**src/rtl/ncl_boundary_pkg.sv**
```systemverilog
// ---------------------------------------------------------------------------
// ncl_boundary_pkg
// Shared definitions for the clocked <-> NCL boundary blocks.
//   tx_state_e       : transmitter sequencing states
//   KI_RFD / KI_RFN  : meaning of the downstream completion signal
//   TIMEOUT_DEFAULT  : default watchdog limit per ki phase, in clk cycles
//   dr_rails_t       : {t, f} dual-rail pair, sized for the widest word
//   dr_encode()      : single-rail word -> dual-rail DATA wavefront
// ---------------------------------------------------------------------------
package ncl_boundary_pkg;

  typedef enum logic [2:0] {
    WAIT_RFD,
    IDLE,
    DATA,
    NUL,
    ERR
  } tx_state_e;

  localparam logic KI_RFD = 1'b1;  // downstream requests DATA
  localparam logic KI_RFN = 1'b0;  // downstream requests NULL

  localparam int unsigned TIMEOUT_DEFAULT = 1024;

  // Widest word the encoder handles; users slice the low WIDTH bits.
  localparam int unsigned DR_MAX_W = 64;

  typedef struct packed {
    logic [DR_MAX_W-1:0] t;
    logic [DR_MAX_W-1:0] f;
  } dr_rails_t;

  // DATA wavefront: rail1 carries the bit, rail0 its complement, so exactly
  // one rail per bit is high.
  function automatic dr_rails_t dr_encode(input logic [DR_MAX_W-1:0] d);
    dr_rails_t r;
    r.t = d;
    r.f = ~d;
    return r;
  endfunction

endpackage

```
**src/rtl/ncl_ki_sync.sv**
```systemverilog
// ---------------------------------------------------------------------------
// ncl_ki_sync
// STAGES-deep flop chain bringing an asynchronous NCL completion signal into
// the clk domain. Resets to 0 (rfn), so a freshly reset sender never assumes
// the downstream is ready.
//   clk : sampling clock
//   rst : asynchronous, active-high reset
//   d   : asynchronous input (ki)
//   q   : synchronized output (ki_s), STAGES edges behind d
// STAGES must be at least 2.
// ---------------------------------------------------------------------------
module ncl_ki_sync #(
  parameter int unsigned STAGES = 2
) (
  input  logic clk,
  input  logic rst,
  input  logic d,
  output logic q
);

  logic [STAGES-1:0] sync_q;
  logic [STAGES-1:0] sync_d;

  always_comb begin
    sync_d = {sync_q[STAGES-2:0], d};
  end

  // NOTE: reset sits in the sensitivity list so it acts without a clock, and
  // sequential state is written with <= so every flop samples pre-edge values.
  always_ff @(posedge clk or posedge rst) begin
    if (rst) begin
      sync_q <= '0;
    end else begin
      sync_q <= sync_d;
    end
  end

  assign q = sync_q[STAGES-1];

endmodule

```
**src/rtl/sync2ncl_tx.sv**
```systemverilog
// ---------------------------------------------------------------------------
// sync2ncl_tx
// Clocked-to-NCL boundary transmitter. Accepts single-rail words over
// valid/ready, drives each as a dual-rail DATA wavefront, then returns the
// rails to NULL, paced by the downstream completion signal ki.
//   clk       : single clock, rising edge
//   rst       : asynchronous, active-high reset
//   in_data   : single-rail word (WIDTH bits, WIDTH < 64)
//   in_valid  : in_data is valid
//   in_ready  : high exactly while IDLE; accept on in_valid && in_ready
//   out_t     : rail1 of each dual-rail bit
//   out_f     : rail0 of each dual-rail bit
//   ki        : async completion, 1 = rfd, 0 = rfn
//   err       : sticky watchdog error
//   tx_count  : completed DATA/NULL cycles, wraps at 16 bits
// Every output is a flop: the rails feed threshold gates directly, so no
// combinational glitch may reach them.
// ---------------------------------------------------------------------------
module sync2ncl_tx
  import ncl_boundary_pkg::*;
#(
  parameter int unsigned WIDTH       = 8,
  parameter int unsigned SYNC_STAGES = 2,
  parameter int unsigned TIMEOUT     = TIMEOUT_DEFAULT
) (
  input  logic             clk,
  input  logic             rst,
  input  logic [WIDTH-1:0] in_data,
  input  logic             in_valid,
  output logic             in_ready,
  output logic [WIDTH-1:0] out_t,
  output logic [WIDTH-1:0] out_f,
  input  logic             ki,
  output logic             err,
  output logic [15:0]      tx_count
);

  localparam logic [15:0] WDOG_LIMIT = 16'(TIMEOUT - 1);

  logic ki_s;

  ncl_ki_sync #(
    .STAGES(SYNC_STAGES)
  ) u_ki_sync (
    .clk(clk),
    .rst(rst),
    .d  (ki),
    .q  (ki_s)
  );

  // Encode at full package width; only the low WIDTH bits of each rail are
  // meaningful, the upper bits are discarded.
  logic [WIDTH-1:0]          enc_t;
  logic [WIDTH-1:0]          enc_f;
  logic [DR_MAX_W-WIDTH-1:0] enc_t_unused;
  logic [DR_MAX_W-WIDTH-1:0] enc_f_unused;

  assign {enc_t_unused, enc_t, enc_f_unused, enc_f} = dr_encode(DR_MAX_W'(in_data));

  tx_state_e        state_q,    state_d;
  logic [WIDTH-1:0] out_t_q,    out_t_d;
  logic [WIDTH-1:0] out_f_q,    out_f_d;
  logic             in_ready_q, in_ready_d;
  logic             err_q,      err_d;
  logic [15:0]      tx_count_q, tx_count_d;
  logic [15:0]      wdog_q,     wdog_d;

  // NOTE: every _d gets a default before the case, so no path leaves one
  // unassigned and no latch is inferred.
  always_comb begin
    state_d    = state_q;
    err_d      = err_q;
    tx_count_d = tx_count_q;

    case (state_q)
      WAIT_RFD: begin
        if (ki_s == KI_RFD) state_d = IDLE;
      end
      IDLE: begin
        if (in_valid && in_ready_q) state_d = DATA;
      end
      DATA: begin
        // The awaited ki_s edge takes priority over an expiring watchdog.
        if (ki_s == KI_RFN) begin
          state_d = NUL;
        end else if (wdog_q == WDOG_LIMIT) begin
          state_d = ERR;
          err_d   = 1'b1;
        end
      end
      NUL: begin
        if (ki_s == KI_RFD) begin
          state_d    = IDLE;
          tx_count_d = tx_count_q + 16'd1;
        end else if (wdog_q == WDOG_LIMIT) begin
          state_d = ERR;
          err_d   = 1'b1;
        end
      end
      ERR: begin
        state_d = ERR;
      end
      default: begin
        state_d = WAIT_RFD;
      end
    endcase

    // Rails are a pure function of the next state: NULL everywhere except
    // DATA, loaded once on entry and held until the state is left.
    if (state_d != DATA) begin
      out_t_d = '0;
      out_f_d = '0;
    end else if (state_q == DATA) begin
      out_t_d = out_t_q;
      out_f_d = out_f_q;
    end else begin
      out_t_d = enc_t;
      out_f_d = enc_f;
    end

    in_ready_d = (state_d == IDLE);

    // Watchdog restarts on every state entry and only runs while waiting
    // on the downstream.
    if (state_d != state_q) begin
      wdog_d = '0;
    end else if (state_q == DATA || state_q == NUL) begin
      wdog_d = wdog_q + 16'd1;
    end else begin
      wdog_d = wdog_q;
    end
  end

  always_ff @(posedge clk or posedge rst) begin
    if (rst) begin
      state_q    <= WAIT_RFD;
      out_t_q    <= '0;
      out_f_q    <= '0;
      in_ready_q <= 1'b0;
      err_q      <= 1'b0;
      tx_count_q <= '0;
      wdog_q     <= '0;
    end else begin
      state_q    <= state_d;
      out_t_q    <= out_t_d;
      out_f_q    <= out_f_d;
      in_ready_q <= in_ready_d;
      err_q      <= err_d;
      tx_count_q <= tx_count_d;
      wdog_q     <= wdog_d;
    end
  end

  assign out_t    = out_t_q;
  assign out_f    = out_f_q;
  assign in_ready = in_ready_q;
  assign err      = err_q;
  assign tx_count = tx_count_q;

endmodule

```
**config.mk**
```make
export PLATFORM = sky130hd
export DESIGN_NAME = sync2ncl_tx
export DESIGN_NICKNAME = d
export VERILOG_FILES = /design/src/rtl/ncl_boundary_pkg.sv /design/src/rtl/ncl_ki_sync.sv /design/src/rtl/sync2ncl_tx.sv
export SDC_FILE = /design/constraint.sdc
export NUM_CORES = 1
export LEC_CHECK = 0
export ABC_AREA = 0
export BUFFER_PORTS_ARGS = -buffer_cell sky130_fd_sc_hd__clkbuf_2
export CAP_MARGIN = 20
export CORE_UTILIZATION = 50
export CTS_CLUSTER_SIZE = 20
export DETAILED_ROUTE_END_ITERATION = 8
export MAX_ROUTING_LAYER = met4
export PLACE_DENSITY = 0.78
export SLEW_MARGIN = 20
export SYNTH_ARGS = -nofsm -noshare
export SYNTH_HDL_FRONTEND = slang
export SYNTH_SLANG_ARGS = --single-unit
export TNS_END_PERCENT = 30
```
**constraint.sdc**
```tcl
create_clock -name clk -period 1.8 [get_ports clk]
set_clock_uncertainty 0.2 [all_clocks]
set_input_delay 0.09 -clock clk [delete_from_list [all_inputs] [get_ports clk]]
set_output_delay 0.09 -clock clk [all_outputs]
set_load 0.005 [all_outputs]
```
==> report_table.html, run 1 <==
<table>
<tr><th>Metric</th><th>Value</th></tr>
<tr><th colspan="2">Timing</th></tr>
<tr><td>RSZ-0062 raised after global routing</td><td>yes</td></tr>
<tr><td>Slew @ Worst Pin</td><td>0.390 ns</td></tr>
<tr><td>Pins over their slew limit</td><td>0</td></tr>
<tr><td>Maximum operating frequency</td><td>0.549 GHz</td></tr>
<tr><td>Slew HR</td><td>73.8%</td></tr>
<tr><td>Number of setup violations in the final report</td><td>22</td></tr>
<tr><td>Post-route fraction of the period consumed by the critical path</td><td>101%</td></tr>
<tr><td>Post-layout worst setup margin</td><td>-0.0226 ns</td></tr>
<tr><td>Count of endpoints failing hold in the final timing report</td><td>0</td></tr>
<tr><td>Minimum clock period after layout</td><td>1.82 ns</td></tr>
<tr><th colspan="2">Synth</th></tr>
<tr><td>Proportion of netlist area held by the largest area contributor</td><td>between 50 and 60%</td></tr>
<tr><td>Flops &amp; latches, synth</td><td>55</td></tr>
<tr><td>Avg Cell Area, Syn</td><td>between 10 and 15 sq um</td></tr>
<tr><td>Fraction of registers with async set/reset</td><td>100%</td></tr>
<tr><td>Total of warnings raised by yosys</td><td>0</td></tr>
<tr><td>Top post-synthesis cells by area</td><td>sky130_fd_sc_hd__dfrtp_1 54%, sky130_fd_sc_hd__xnor2_1 5.2%, sky130_fd_sc_hd__xor2_1 4.2%</td></tr>
<tr><td>Cell Area, Synth</td><td>0.00253 sq mm</td></tr>
<tr><td>Proportion of synthesized chip area in sequential cells</td><td>between 50% and 60%</td></tr>
<tr><td>Total nets after synthesis</td><td>between 200 and 300</td></tr>
<tr><td>EDFF count, synth</td><td>0</td></tr>
<tr><td>Post-synthesis cell count</td><td>about 250</td></tr>
<tr><td>Most area-hungry cell type in the Yosys netlist</td><td>sky130_fd_sc_hd__dfrtp_1</td></tr>
<tr><td>Distinct cell type count after synthesis</td><td>40</td></tr>
<tr><td>Top_reg_cell synth</td><td>sky130_fd_sc_hd__dfrtp_1</td></tr>
<tr><th colspan="2">Setup path</th></tr>
<tr><td>Critical Path Slowest Stage Cell</td><td>sky130_fd_sc_hd__dfrtp_1</td></tr>
<tr><td>R2R setup slack</td><td>-0.02 ns</td></tr>
<tr><td>Crit path buf inv count</td><td>3</td></tr>
<tr><td>CP delay by family, top</td><td>buffers and inverters</td></tr>
<tr><td>Maximum fanout along the worst path</td><td>16</td></tr>
<tr><td>Critical path class</td><td>flip-flop to flip-flop</td></tr>
<tr><td>Launching element type of the critical path</td><td>flip-flop</td></tr>
<tr><td>Critical Path, Cell by Cell</td><td>buf_4 &gt; nor4b_4 &gt; nand4_1 &gt; buf_6 &gt; a21oi_4 &gt; buf_12 &gt; nor2_1</td></tr>
<tr><td>Data required time at the worst endpoint</td><td>roughly 1.8 ns</td></tr>
<tr><td>Max incr delay on CP</td><td>between 0.4 and 0.5 ns</td></tr>
<tr><td>Arrival time at the worst endpoint</td><td>about 1.8 ns</td></tr>
<tr><td>Critical Path Sink Type</td><td>flip-flop</td></tr>
<tr><th colspan="2">Routing</th></tr>
<tr><td>Average wire length per cell after detail routing</td><td>between 10 and 15 um</td></tr>
<tr><td>Number of violations reported at the end of detailed-routing iteration 0</td><td>151</td></tr>
<tr><td>Final WL</td><td>around 5300 um</td></tr>
<tr><td>Vias/cell</td><td>between 5 and 6</td></tr>
<tr><td>DR DRC count</td><td>0</td></tr>
<tr><td>Post-detailed-route count of antenna-violating nets</td><td>0</td></tr>
<tr><td>Drt first pass iters</td><td>4</td></tr>
<tr><td>Total vias in the final route</td><td>approximately 2100</td></tr>
<tr><th colspan="2">Power and ir drop</th></tr>
<tr><td>VDD IR max</td><td>between 0.6 and 0.7 mV</td></tr>
<tr><td>Total power density per cell area</td><td>1070 mW/mm^2</td></tr>
<tr><td>Standby leakage power</td><td>between 0.0015 and 0.002 uW</td></tr>
<tr><th colspan="2">Status</th></tr>
<tr><td>Result of the run</td><td>finished with violations</td></tr>
<tr><td>Violated checks</td><td>setup timing</td></tr>
<tr><th colspan="2">Die</th></tr>
<tr><td>Chip height</td><td>~73 um</td></tr>
<tr><td>Core outline area</td><td>approximately 0.0048 sq mm</td></tr>
<tr><td>Die X</td><td>around 73 um</td></tr>
<tr><td>Count of pins on the block boundary</td><td>46</td></tr>
<tr><td>Die Footprint</td><td>about 0.0053 sq mm</td></tr>
<tr><td>Standard-cell rows</td><td>25</td></tr>
<tr><td>Starting density of the core</td><td>between 50% and 60%</td></tr>
<tr><th colspan="2">GRT</th></tr>
<tr><td>Number of global-route vias before repair</td><td>approximately 1900</td></tr>
<tr><td>Largest net degree at the start of global routing</td><td>between 40 and 50</td></tr>
<tr><td>First-pass GRT wire length</td><td>8490 um</td></tr>
<tr><td>Grt ovf</td><td>0</td></tr>
<tr><td>Antenna violations before repair</td><td>0</td></tr>
<tr><td>Global routing usage summed across all routing layers</td><td>a little over a fifth</td></tr>
<tr><th colspan="2">Final layout</th></tr>
<tr><td>Antenna Cells</td><td>0</td></tr>
<tr><td>Fraction of final layout cells with drive strength greater than 1</td><td>31.8%</td></tr>
<tr><td>Net count of the finished layout</td><td>343</td></tr>
<tr><td>Layout overhead on the synthesized area</td><td>31.7%</td></tr>
<tr><td>Most used cells in the layout excluding fill and tap cells</td><td>55 x sky130_fd_sc_hd__dfrtp_1, 45 x sky130_fd_sc_hd__clkbuf_2, 26 x sky130_fd_sc_hd__nand2_1, 26 x sky130_fd_sc_hd__buf_4, 24 x sky130_fd_sc_hd__nor2_1</td></tr>
<tr><td>Non-Filler Cell Area, Final</td><td>0.00333 sq mm</td></tr>
<tr><td>Post-route insts no fill</td><td>397</td></tr>
<tr><td>Filler instances</td><td>360</td></tr>
<tr><td>Most common cell after layout, fill and taps aside</td><td>sky130_fd_sc_hd__dfrtp_1</td></tr>
<tr><th colspan="2">Run</th></tr>
<tr><td>Number of max-cap violations</td><td>0</td></tr>
<tr><th colspan="2">Clocking</th></tr>
<tr><td>Clock Sinks</td><td>55</td></tr>
<tr><td>Root Driver</td><td>sky130_fd_sc_hd__clkbuf_8</td></tr>
<tr><td>Clk Latency, worst-skew pair</td><td>0.31 ns</td></tr>
<tr><td>CTS max path bufs</td><td>2</td></tr>
<tr><td>TritonCTS clock tree</td><td>done</td></tr>
<tr><td>Number of buffers inserted during clock tree synthesis</td><td>5</td></tr>
<tr><td>Clock slew at the register clock pins of the worst setup and hold paths</td><td>between 0.1 and 0.15 ns</td></tr>
<tr><td>H-tree depth</td><td>2</td></tr>
<tr><th colspan="2">Place</th></tr>
<tr><td>Placed wire-length estimate</td><td>around 3700 um</td></tr>
<tr><td>Number of cells after detailed placement</td><td>374</td></tr>
<tr><td>Final Wtd Congestion</td><td>roughly 0.80</td></tr>
<tr><td>Place WS</td><td>roughly 0.0076 ns</td></tr>
<tr><td>Number of buffers inserted by port buffering</td><td>45</td></tr>
<tr><td>Cell area reported after detailed placement</td><td>between 0.003 and 0.004 sq mm</td></tr>
<tr><th colspan="2">Min path</th></tr>
<tr><td>Worst min-delay path class</td><td>input port to asynchronous set/reset pin</td></tr>
</table>
## sequential cells by signal (all words and copies together), names as in the netlist
name / flops
state_q: 3
u_ki_sync.sync_q: 2
tx_count: 16
wdog_q: 16
err: 1
out_t: 8
out_f: 8
in_ready: 1
## per-stage QoR
step                total power (uW)  hold WS, ns  utilization [%]  TNS [ns]
floorplan                       2290      -0.0786                -     -1.35
global placement                2750       -0.146             63.6   -0.0269
detailed placement              2780       -0.147             63.6         0
CTS                             3540       0.0433             68.2         0
global route                    3770       0.0902             69.6     -3.24
finish                          3570       0.0601             69.6    -0.312
## kinds of logic after synthesis
family / count (synthesis) / synth area share, %
mux: 1 / 0.445
simple gates: 112 / 23.4
buf+inv: 17 / 3.02
fa+ha+maj: 2 / 0.989
compound gates: 34 / 8.41
flops: 55 / 54.4
xor+xnor: 27 / 9.35
## worst reg2reg max path, stage by stage (launching register included)
cell	delay [ns]
sky130_fd_sc_hd__dfrtp_1	0.42
sky130_fd_sc_hd__buf_4	0.15
sky130_fd_sc_hd__nor4b_4	0.24
sky130_fd_sc_hd__nand4_1	0.16
sky130_fd_sc_hd__buf_6	0.17
sky130_fd_sc_hd__a21oi_4	0.16
sky130_fd_sc_hd__buf_12	0.16
sky130_fd_sc_hd__nor2_1	0.06
## power breakdown
group          internal, uW  switching (uW)
clock network           289             437
logic                   595             658
registers              1430             160
## layout make-up
type | instances | area (sq um) | share of cell area [%]
sequential | 55 | 1380 | 41.3
multi-input combinational | 176 | 1160 | 34.8
timing repair buffer | 85 | 592 | 17.8
tap | 67 | 83.8 | 2.52
clock buffer | 5 | 68.8 | 2.07
clock inverter | 3 | 27.5 | 0.826
inverter | 6 | 22.5 | 0.676
## what timing repair did
action | in CTS | in global routing
hold buffers | 10 | 0
pin swaps | 1 | 6
resized for setup | 2 | 10
endpoints found under the setup margin | 10 | 37
endpoints found under the hold margin | 72 | 0
setup buffers | 2 | 3
## final timing paths
check / from / end / depth (start not counted)
setup / recovery: wdog_q[10] / wdog_q[3] / 7
hold / removal: rst / tx_count[5] / 3
setup reg to reg: wdog_q[10] / wdog_q[3] / 7
hold reg to reg: u_ki_sync.sync_q[0] / u_ki_sync.sync_q[1] / 0
max in group asynchronous: rst / out_f[6] / 4
min in group clk: in_valid / state_q[0] / 4
## metal layers
layer,vias up,GRT usage [%],share of wire [%]
met5,-,-,0
met4,0,6.10,1.1
met3,5,5.39,3.9
met2,47,34.2,49
met1,1018,27.3,46
li1,1019,-,-
## Yosys cell counts (3+ instances only)
library cell,instances
sky130_fd_sc_hd__nand4_1,11
sky130_fd_sc_hd__a21oi_1,13
sky130_fd_sc_hd__nor2_1,24
sky130_fd_sc_hd__buf_2,5
sky130_fd_sc_hd__xor2_1,12
sky130_fd_sc_hd__nor3_1,10
sky130_fd_sc_hd__nand2b_1,6
sky130_fd_sc_hd__a211oi_1,9
sky130_fd_sc_hd__dfrtp_1,55
sky130_fd_sc_hd__nand3_1,10
sky130_fd_sc_hd__inv_1,6
sky130_fd_sc_hd__o21ai_0,7
sky130_fd_sc_hd__and3_1,3
sky130_fd_sc_hd__nand2_1,26
sky130_fd_sc_hd__xnor2_1,15
sky130_fd_sc_hd__clkbuf_1,3
Power figures use the tool's default switching activity.
==> run 2, diff against run 1 <==
- RECOVER_POWER: default -> 100
==> run 2 against run 1 <==
Hold slack about the same. Largest power group unchanged. Highest routed layer unchanged. First-iteration DRC count increased by 11%. Register-to-register slack about the same. Maximum frequency about the same. Critical endpoint is now wdog_q[12]. Cell area down 1.5%. Non-clock buffer count unchanged. Sequential power about the same. Combinational power shrank 4%. Die area is the same. The flow still finishes with violations (setup timing).
==> report_table.html, run 2 (synthesis gave the netlist of run 1 again) <==
<table>
<tr><th>Metric</th><th>Value</th></tr>
<tr><th colspan="2">Status</th></tr>
<tr><td>Result of the run</td><td>finished with violations</td></tr>
<tr><td>Violated checks</td><td>setup timing</td></tr>
<tr><th colspan="2">Routing</th></tr>
<tr><td>Final WL</td><td>approximately 5300 um</td></tr>
<tr><td>Total vias in the final route</td><td>approximately 2100</td></tr>
<tr><td>Drt first pass iters</td><td>4</td></tr>
<tr><td>Average wire length per cell after detail routing</td><td>13.3 um</td></tr>
<tr><td>Number of violations reported at the end of detailed-routing iteration 0</td><td>~170</td></tr>
<tr><td>DR DRC count</td><td>0</td></tr>
<tr><td>Vias/cell</td><td>between 5 and 6</td></tr>
<tr><td>Post-detailed-route count of antenna-violating nets</td><td>0</td></tr>
<tr><th colspan="2">Setup path</th></tr>
<tr><td>R2R setup slack</td><td>-0.02 ns</td></tr>
<tr><td>Reg2Reg Capture Point</td><td>wdog_q[12]</td></tr>
<tr><td>CP delay by family, top</td><td>buffers and inverters</td></tr>
<tr><td>Critical Path Sink Type</td><td>flip-flop</td></tr>
<tr><td>Critical Path, Cell by Cell</td><td>buf_4 &gt; nor4b_4 &gt; nand4_1 &gt; buf_6 &gt; a21oi_4 &gt; buf_12 &gt; a21oi_1</td></tr>
<tr><td>Max incr delay on CP</td><td>between 0.4 and 0.5 ns</td></tr>
<tr><td>Launching element type of the critical path</td><td>flip-flop</td></tr>
<tr><td>Critical R2R Launch</td><td>wdog_q[10]</td></tr>
<tr><td>Data required time at the worst endpoint</td><td>between 1.5 and 2 ns</td></tr>
<tr><td>Count of cells along the worst register-to-register path</td><td>7</td></tr>
<tr><td>Critical path class</td><td>flip-flop to flip-flop</td></tr>
<tr><td>Maximum fanout along the worst path</td><td>16</td></tr>
<tr><td>Crit path buf inv count</td><td>3</td></tr>
<tr><td>Arrival time at the worst endpoint</td><td>~1.8 ns</td></tr>
<tr><td>Critical Path Slowest Stage Cell</td><td>sky130_fd_sc_hd__dfrtp_1</td></tr>
<tr><th colspan="2">Final layout</th></tr>
<tr><td>Net count of the finished layout</td><td>between 300 and 400</td></tr>
<tr><td>Post-route insts no fill</td><td>about 400</td></tr>
<tr><td>Most common cell after layout, fill and taps aside</td><td>sky130_fd_sc_hd__dfrtp_1</td></tr>
<tr><td>Fraction of final layout cells with drive strength greater than 1</td><td>roughly 26%</td></tr>
<tr><td>Non-Filler Cell Area, Final</td><td>roughly 0.0033 sq mm</td></tr>
<tr><td>Layout overhead on the synthesized area</td><td>29.7%</td></tr>
<tr><td>Antenna Cells</td><td>0</td></tr>
<tr><td>Most used cells in the layout excluding fill and tap cells</td><td>55 x sky130_fd_sc_hd__dfrtp_1, 30 x sky130_fd_sc_hd__clkbuf_2, 26 x sky130_fd_sc_hd__nand2_1</td></tr>
<tr><th colspan="2">Die</th></tr>
<tr><td>Standard-cell rows</td><td>25</td></tr>
<tr><td>Starting density of the core</td><td>52.9%</td></tr>
<tr><td>Die X</td><td>approximately 73 um</td></tr>
<tr><td>Die Footprint</td><td>roughly 0.0053 sq mm</td></tr>
<tr><td>Chip height</td><td>73.1 um</td></tr>
<tr><td>Count of pins on the block boundary</td><td>between 40 and 50</td></tr>
<tr><td>Core outline area</td><td>about 0.0048 sq mm</td></tr>
<tr><th colspan="2">Place</th></tr>
<tr><td>Placed wire-length estimate</td><td>~3700 um</td></tr>
<tr><td>Cell area reported after detailed placement</td><td>between 0.003 and 0.004 sq mm</td></tr>
<tr><td>Final Wtd Congestion</td><td>0.796</td></tr>
<tr><td>Place WS</td><td>0.00764 ns</td></tr>
<tr><td>Number of cells after detailed placement</td><td>between 300 and 400</td></tr>
<tr><td>Number of buffers inserted by port buffering</td><td>45</td></tr>
<tr><th colspan="2">Power and ir drop</th></tr>
<tr><td>VDD IR max</td><td>about 0.66 mV</td></tr>
<tr><td>Total power density per cell area</td><td>about 1100 mW/mm^2</td></tr>
<tr><td>Standby leakage power</td><td>approximately 0.0015 uW</td></tr>
<tr><th colspan="2">Clocking</th></tr>
<tr><td>Clock Sinks</td><td>55</td></tr>
<tr><td>TritonCTS clock tree</td><td>done</td></tr>
<tr><td>H-tree depth</td><td>2</td></tr>
<tr><td>Number of buffers inserted during clock tree synthesis</td><td>5</td></tr>
<tr><td>Clk Latency, worst-skew pair</td><td>between 0.3 and 0.4 ns</td></tr>
<tr><td>Clock slew at the register clock pins of the worst setup and hold paths</td><td>approximately 0.10 ns</td></tr>
<tr><td>Root Driver</td><td>sky130_fd_sc_hd__clkbuf_8</td></tr>
<tr><td>CTS max path bufs</td><td>2</td></tr>
<tr><th colspan="2">Min path</th></tr>
<tr><td>Worst hold endpoint</td><td>state_q[0]</td></tr>
<tr><td>Count of cells along the worst hold path</td><td>4</td></tr>
<tr><td>Worst min-delay path class</td><td>input port to flip-flop</td></tr>
<tr><td>Worst hold start</td><td>in_valid</td></tr>
<tr><th colspan="2">GRT</th></tr>
<tr><td>Number of global-route vias before repair</td><td>a little under 2000</td></tr>
<tr><td>First-pass GRT wire length</td><td>between 8000 and 9000 um</td></tr>
<tr><td>Grt ovf</td><td>0</td></tr>
<tr><td>Global routing usage summed across all routing layers</td><td>a little over a fifth</td></tr>
<tr><td>Antenna violations before repair</td><td>0</td></tr>
<tr><td>Largest net degree at the start of global routing</td><td>42</td></tr>
<tr><th colspan="2">Timing</th></tr>
<tr><td>Pins over their slew limit</td><td>0</td></tr>
<tr><td>Post-layout worst setup margin</td><td>-0.0232 ns</td></tr>
<tr><td>Slew HR</td><td>a little over three fifths</td></tr>
<tr><td>Slew @ Worst Pin</td><td>0.554 ns</td></tr>
<tr><td>Number of setup violations in the final report</td><td>22</td></tr>
<tr><td>Worst slack on hold paths</td><td>approximately 0.06 ns</td></tr>
<tr><td>Post-route fraction of the period consumed by the critical path</td><td>101%</td></tr>
<tr><td>RSZ-0062 raised after global routing</td><td>yes</td></tr>
<tr><td>Count of endpoints failing hold in the final timing report</td><td>0</td></tr>
<tr><td>Maximum operating frequency</td><td>~0.55 GHz</td></tr>
<tr><td>Minimum clock period after layout</td><td>roughly 1.8 ns</td></tr>
<tr><td>Aggregate negative setup slack</td><td>-0.323 ns</td></tr>
<tr><th colspan="2">Run</th></tr>
<tr><td>Number of max-cap violations</td><td>0</td></tr>
</table>
==> run 2: final cells by class <==
cell class	count	area, sq um
Clock inverter	3	27.5
Sequential cell	55	1380
Clock buffer	5	68.8
Fill cell	376	1510
Multi-Input combinational cell	176	1160
Inverter	6	22.5
Tap cell	67	83.8
Timing Repair Buffer	85	546
==> run 2: worst max path at each step <==
stage | cells after the start | endpoint | start
final | 7 | wdog_q[12] | wdog_q[10]
after global routing | 7 | wdog_q[9] | wdog_q[10]
after CTS | 7 | wdog_q[3] | wdog_q[1]
after detailed placement | 7 | wdog_q[3] | wdog_q[0]
after global placement | 6 | out_f[1] | wdog_q[11]
after floorplan | 6 | out_f[0] | wdog_q[0]
==> run 2: metal layers <==
metal / track usage [%] / part of all wire [%]
met5: - / 0
met4: 6.10 / 1.1
met3: 5.39 / 3.8
met2: 34.2 / 50
met1: 27.3 / 45
==> run 2: worst reg2reg max path, delay by kind of cell (launching register included) <==
kind	cells	cell delay, ns
simple gates	2	0.40
compound gates	2	0.21
buf+inv	3	0.48
flops	1	0.42
==> run 2: power breakdown <==
part           internal, uW  total, uW  switching [uW]
combinational           551       1200             654
clock                   289        724             435
sequential             1430       1580             157
total                  2270       3510            1250
==> run 2: timing repair <==
item,CTS,global route
endpoints found under the hold margin,72,0
buffers inserted,2,3
setup endpoints to repair,10,37
hold buffers,10,0
pin swaps,1,6
resized for setup,2,10
==> run 2: through the flow <==
step	power, uW	utilization, %
global placement	2750	63.6
finish	3510	68.5
detailed placement	2780	63.6
CTS	3540	68.2
global route	3720	68.5
floorplan	2290	-
==> run 3, diff against run 2 <==
- PLACE_DENSITY: 0.78 -> 0.73
==> run 3 against run 2 <==
The flow still finishes with violations (setup timing). Highest routed layer unchanged. Critical endpoint is now out_f[2]. Non-clock buffer count rose by 1. Via count up 0.48%. Setup slack gained 0.018 ns. Global-route usage shrank 0.11 points. Cell area shrank 0.38%. Routed wire length is 0.51% higher. Die area unchanged. Largest cell class unchanged.
==> report_table.html, run 3 (synthesis gave the netlist of run 1 again) <==
<table>
<tr><th>Metric</th><th>Value</th></tr>
<tr><th colspan="2">Final layout</th></tr>
<tr><td>Filler instances</td><td>between 300 and 400</td></tr>
<tr><td>Most common cell after layout, fill and taps aside</td><td>sky130_fd_sc_hd__dfrtp_1</td></tr>
<tr><td>Layout overhead on the synthesized area</td><td>29.2%</td></tr>
<tr><td>Most used cells in the layout excluding fill and tap cells</td><td>53 x sky130_fd_sc_hd__dfrtp_1, 28 x sky130_fd_sc_hd__clkbuf_2, 26 x sky130_fd_sc_hd__nand2_1</td></tr>
<tr><td>Non-Filler Cell Area, Final</td><td>~0.0033 sq mm</td></tr>
<tr><td>Antenna Cells</td><td>0</td></tr>
<tr><td>Net count of the finished layout</td><td>between 300 and 400</td></tr>
<tr><td>Fraction of final layout cells with drive strength greater than 1</td><td>between 20% and 30%</td></tr>
<tr><td>Final core utilization</td><td>between 60% and 70%</td></tr>
<tr><th colspan="2">Power and ir drop</th></tr>
<tr><td>Relative contribution of sequential cells to total power</td><td>between 40% and 50%</td></tr>
<tr><td>Combinational fraction of design power</td><td>about a third</td></tr>
<tr><td>Internal power</td><td>2280 uW</td></tr>
<tr><td>Total power density per cell area</td><td>~1100 mW/mm^2</td></tr>
<tr><td>Clk network pwr share</td><td>20.1%</td></tr>
<tr><td>Standby leakage power</td><td>approximately 0.0015 uW</td></tr>
<tr><td>Switching Power</td><td>1190 uW</td></tr>
<tr><td>VDD IR max</td><td>0.838 mV</td></tr>
<tr><td>Total chip power</td><td>around 3500 uW</td></tr>
<tr><td>Switching fraction of total power</td><td>34.3%</td></tr>
<tr><th colspan="2">Die</th></tr>
<tr><td>Count of pins on the block boundary</td><td>46</td></tr>
<tr><td>Core outline area</td><td>~0.0048 sq mm</td></tr>
<tr><td>Chip height</td><td>roughly 73 um</td></tr>
<tr><td>Die X</td><td>around 73 um</td></tr>
<tr><td>Standard-cell rows</td><td>25</td></tr>
<tr><td>Starting density of the core</td><td>between 50 and 60%</td></tr>
<tr><td>Die Footprint</td><td>0.00535 sq mm</td></tr>
<tr><th colspan="2">Routing</th></tr>
<tr><td>Number of violations reported at the end of detailed-routing iteration 0</td><td>83</td></tr>
<tr><td>Drt first pass iters</td><td>5</td></tr>
<tr><td>Vias/cell</td><td>roughly 5.3</td></tr>
<tr><td>Average wire length per cell after detail routing</td><td>~13 um</td></tr>
<tr><td>Total vias in the final route</td><td>2094</td></tr>
<tr><td>Final WL</td><td>between 5000 and 6000 um</td></tr>
<tr><td>DR DRC count</td><td>0</td></tr>
<tr><td>Post-detailed-route count of antenna-violating nets</td><td>0</td></tr>
<tr><th colspan="2">Timing</th></tr>
<tr><td>Slew @ Worst Pin</td><td>between 0.7 and 0.8 ns</td></tr>
<tr><td>Minimum clock period after layout</td><td>approximately 1.8 ns</td></tr>
<tr><td>Count of endpoints failing hold in the final timing report</td><td>0</td></tr>
<tr><td>Number of setup violations in the final report</td><td>1</td></tr>
<tr><td>Slew HR</td><td>between 50 and 60%</td></tr>
<tr><td>Post-route fraction of the period consumed by the critical path</td><td>100%</td></tr>
<tr><td>Aggregate negative setup slack</td><td>-0.00469 ns</td></tr>
<tr><td>Maximum operating frequency</td><td>~0.55 GHz</td></tr>
<tr><td>Pins over their slew limit</td><td>0</td></tr>
<tr><td>Post-layout worst setup margin</td><td>-0.00469 ns</td></tr>
<tr><td>RSZ-0062 raised after global routing</td><td>yes</td></tr>
<tr><th colspan="2">GRT</th></tr>
<tr><td>Number of global-route vias before repair</td><td>roughly 2000</td></tr>
<tr><td>First-pass GRT wire length</td><td>8670 um</td></tr>
<tr><td>Global routing usage summed across all routing layers</td><td>about a fifth</td></tr>
<tr><td>Grt ovf</td><td>0</td></tr>
<tr><td>Largest net degree at the start of global routing</td><td>between 50 and 60</td></tr>
<tr><td>Antenna violations before repair</td><td>0</td></tr>
<tr><th colspan="2">Run</th></tr>
<tr><td>Number of max-cap violations</td><td>0</td></tr>
<tr><th colspan="2">Setup path</th></tr>
<tr><td>CP delay by family, top</td><td>buffers and inverters</td></tr>
<tr><td>Data required time at the worst endpoint</td><td>1.81 ns</td></tr>
<tr><td>Arrival time at the worst endpoint</td><td>around 1.8 ns</td></tr>
<tr><td>Max incr delay on CP</td><td>slightly above 0.4 ns</td></tr>
<tr><td>Crit path buf inv count</td><td>3</td></tr>
<tr><td>Reg2Reg Capture Point</td><td>out_f[2]</td></tr>
<tr><td>R2R setup slack</td><td>-0.005 ns</td></tr>
<tr><td>Critical Path, Cell by Cell</td><td>buf_4 &gt; and4_2 &gt; nand4_1 &gt; buf_6 &gt; a31oi_4 &gt; buf_12 &gt; a211oi_1</td></tr>
<tr><td>Launching element type of the critical path</td><td>flip-flop</td></tr>
<tr><td>Count of cells along the worst register-to-register path</td><td>7</td></tr>
<tr><td>Critical Path Slowest Stage Cell</td><td>sky130_fd_sc_hd__dfrtp_1</td></tr>
<tr><td>Maximum fanout along the worst path</td><td>16</td></tr>
<tr><td>Critical R2R Launch</td><td>wdog_q[5]</td></tr>
<tr><td>Critical Path Sink Type</td><td>flip-flop</td></tr>
<tr><td>Stages on the worst setup path</td><td>7</td></tr>
<tr><td>Critical path class</td><td>flip-flop to flip-flop</td></tr>
<tr><th colspan="2">Min path</th></tr>
<tr><td>Count of cells along the worst hold path</td><td>4</td></tr>
<tr><td>Worst min-delay path class</td><td>input port to flip-flop</td></tr>
<tr><td>Worst hold start</td><td>in_valid</td></tr>
<tr><td>Worst hold endpoint</td><td>state_q[0]</td></tr>
<tr><th colspan="2">Clocking</th></tr>
<tr><td>Clk Latency, worst-skew pair</td><td>roughly 0.3 ns</td></tr>
<tr><td>CTS max path bufs</td><td>2</td></tr>
<tr><td>Clock slew at the register clock pins of the worst setup and hold paths</td><td>~0.1 ns</td></tr>
<tr><td>TritonCTS clock tree</td><td>done</td></tr>
<tr><td>Clock Sinks</td><td>between 50 and 60</td></tr>
<tr><td>Number of buffers inserted during clock tree synthesis</td><td>5</td></tr>
<tr><td>Root Driver</td><td>sky130_fd_sc_hd__clkbuf_8</td></tr>
<tr><td>H-tree depth</td><td>2</td></tr>
<tr><th colspan="2">Place</th></tr>
<tr><td>Placed wire-length estimate</td><td>between 3000 and 4000 um</td></tr>
<tr><td>Final Wtd Congestion</td><td>around 0.84</td></tr>
<tr><td>Number of buffers inserted by port buffering</td><td>between 40 and 50</td></tr>
<tr><td>Cell area reported after detailed placement</td><td>~0.003 sq mm</td></tr>
<tr><th colspan="2">Status</th></tr>
<tr><td>Violated checks</td><td>setup timing</td></tr>
<tr><td>Result of the run</td><td>finished with violations</td></tr>
</table>
[run 3: power by group through the flow]
stage / Combinational (uW) / Clock, uW / Sequential (uW)
floorplan: 696 / 0 / 1590
global placement: 1120 / 0 / 1620
detailed placement: 1140 / 0 / 1620
CTS: 1200 / 716 / 1590
global route: 1280 / 759 / 1630
finish: 1170 / 697 / 1600
[run 3: stage by stage]
stage	hold WS (ns)	std cells	setup WS, ns
floorplan	-0.0786	248	-0.0716
global placement	-0.0506	373	0.0153
detailed placement	-0.0507	373	-0.00799
CTS	0.0919	398	0.00406
global route	0.0980	398	-0.101
finish	0.101	398	-0.00469
[run 3: worst reg2reg max path: stages, from the launching register on]
cell                       delay, ns
sky130_fd_sc_hd__dfrtp_1        0.41
sky130_fd_sc_hd__buf_4          0.17
sky130_fd_sc_hd__and4_2         0.20
sky130_fd_sc_hd__nand4_1        0.13
sky130_fd_sc_hd__buf_6          0.15
sky130_fd_sc_hd__a31oi_4        0.09
sky130_fd_sc_hd__buf_12         0.17
sky130_fd_sc_hd__a211oi_1       0.22
[run 3: timing repair]
action | in CTS | in global routing
resized for setup | 1 | 8
endpoints found under the setup margin | 30 | 35
endpoints found under the hold margin | 72 | 0
buffers inserted | 7 | 0
pin swaps | 4 | 3
gates cloned | 0 | 0
hold buffers | 10 | 0
[run 3: layout make-up]
cell class              instances  area [sq um]  area share [%]
repair buffers                 86           551            16.8
flip-flops and latches         55          1380            42.2
multi-input cells             176          1140            34.8
inverters                       6          22.5           0.689
clock buffers                   7          86.3            2.64
clock inverters                 1          8.76           0.268
well taps                      67          83.8            2.57
[run 3: routing by layer]
metal / up-vias / track usage (%) / share of wire, %
li1: 1025 / - / -
met1: 1005 / 27.9 / 48
met2: 62 / 35.5 / 48
met3: 2 / 3.04 / 3.9
met4: 0 / 4.79 / 0.42
met5: - / - / 0
[run 3: worst max path at each step]
stage	from	end	slack (ns)
after global routing	wdog_q[0]	wdog_q[2]	-0.10
after global placement	wdog_q[10]	wdog_q[15]	0.02
after floorplan	wdog_q[0]	out_f[0]	-0.07
after CTS	wdog_q[6]	wdog_q[15]	0.004
after detailed placement	wdog_q[10]	wdog_q[15]	-0.008
final	wdog_q[5]	out_f[2]	-0.005
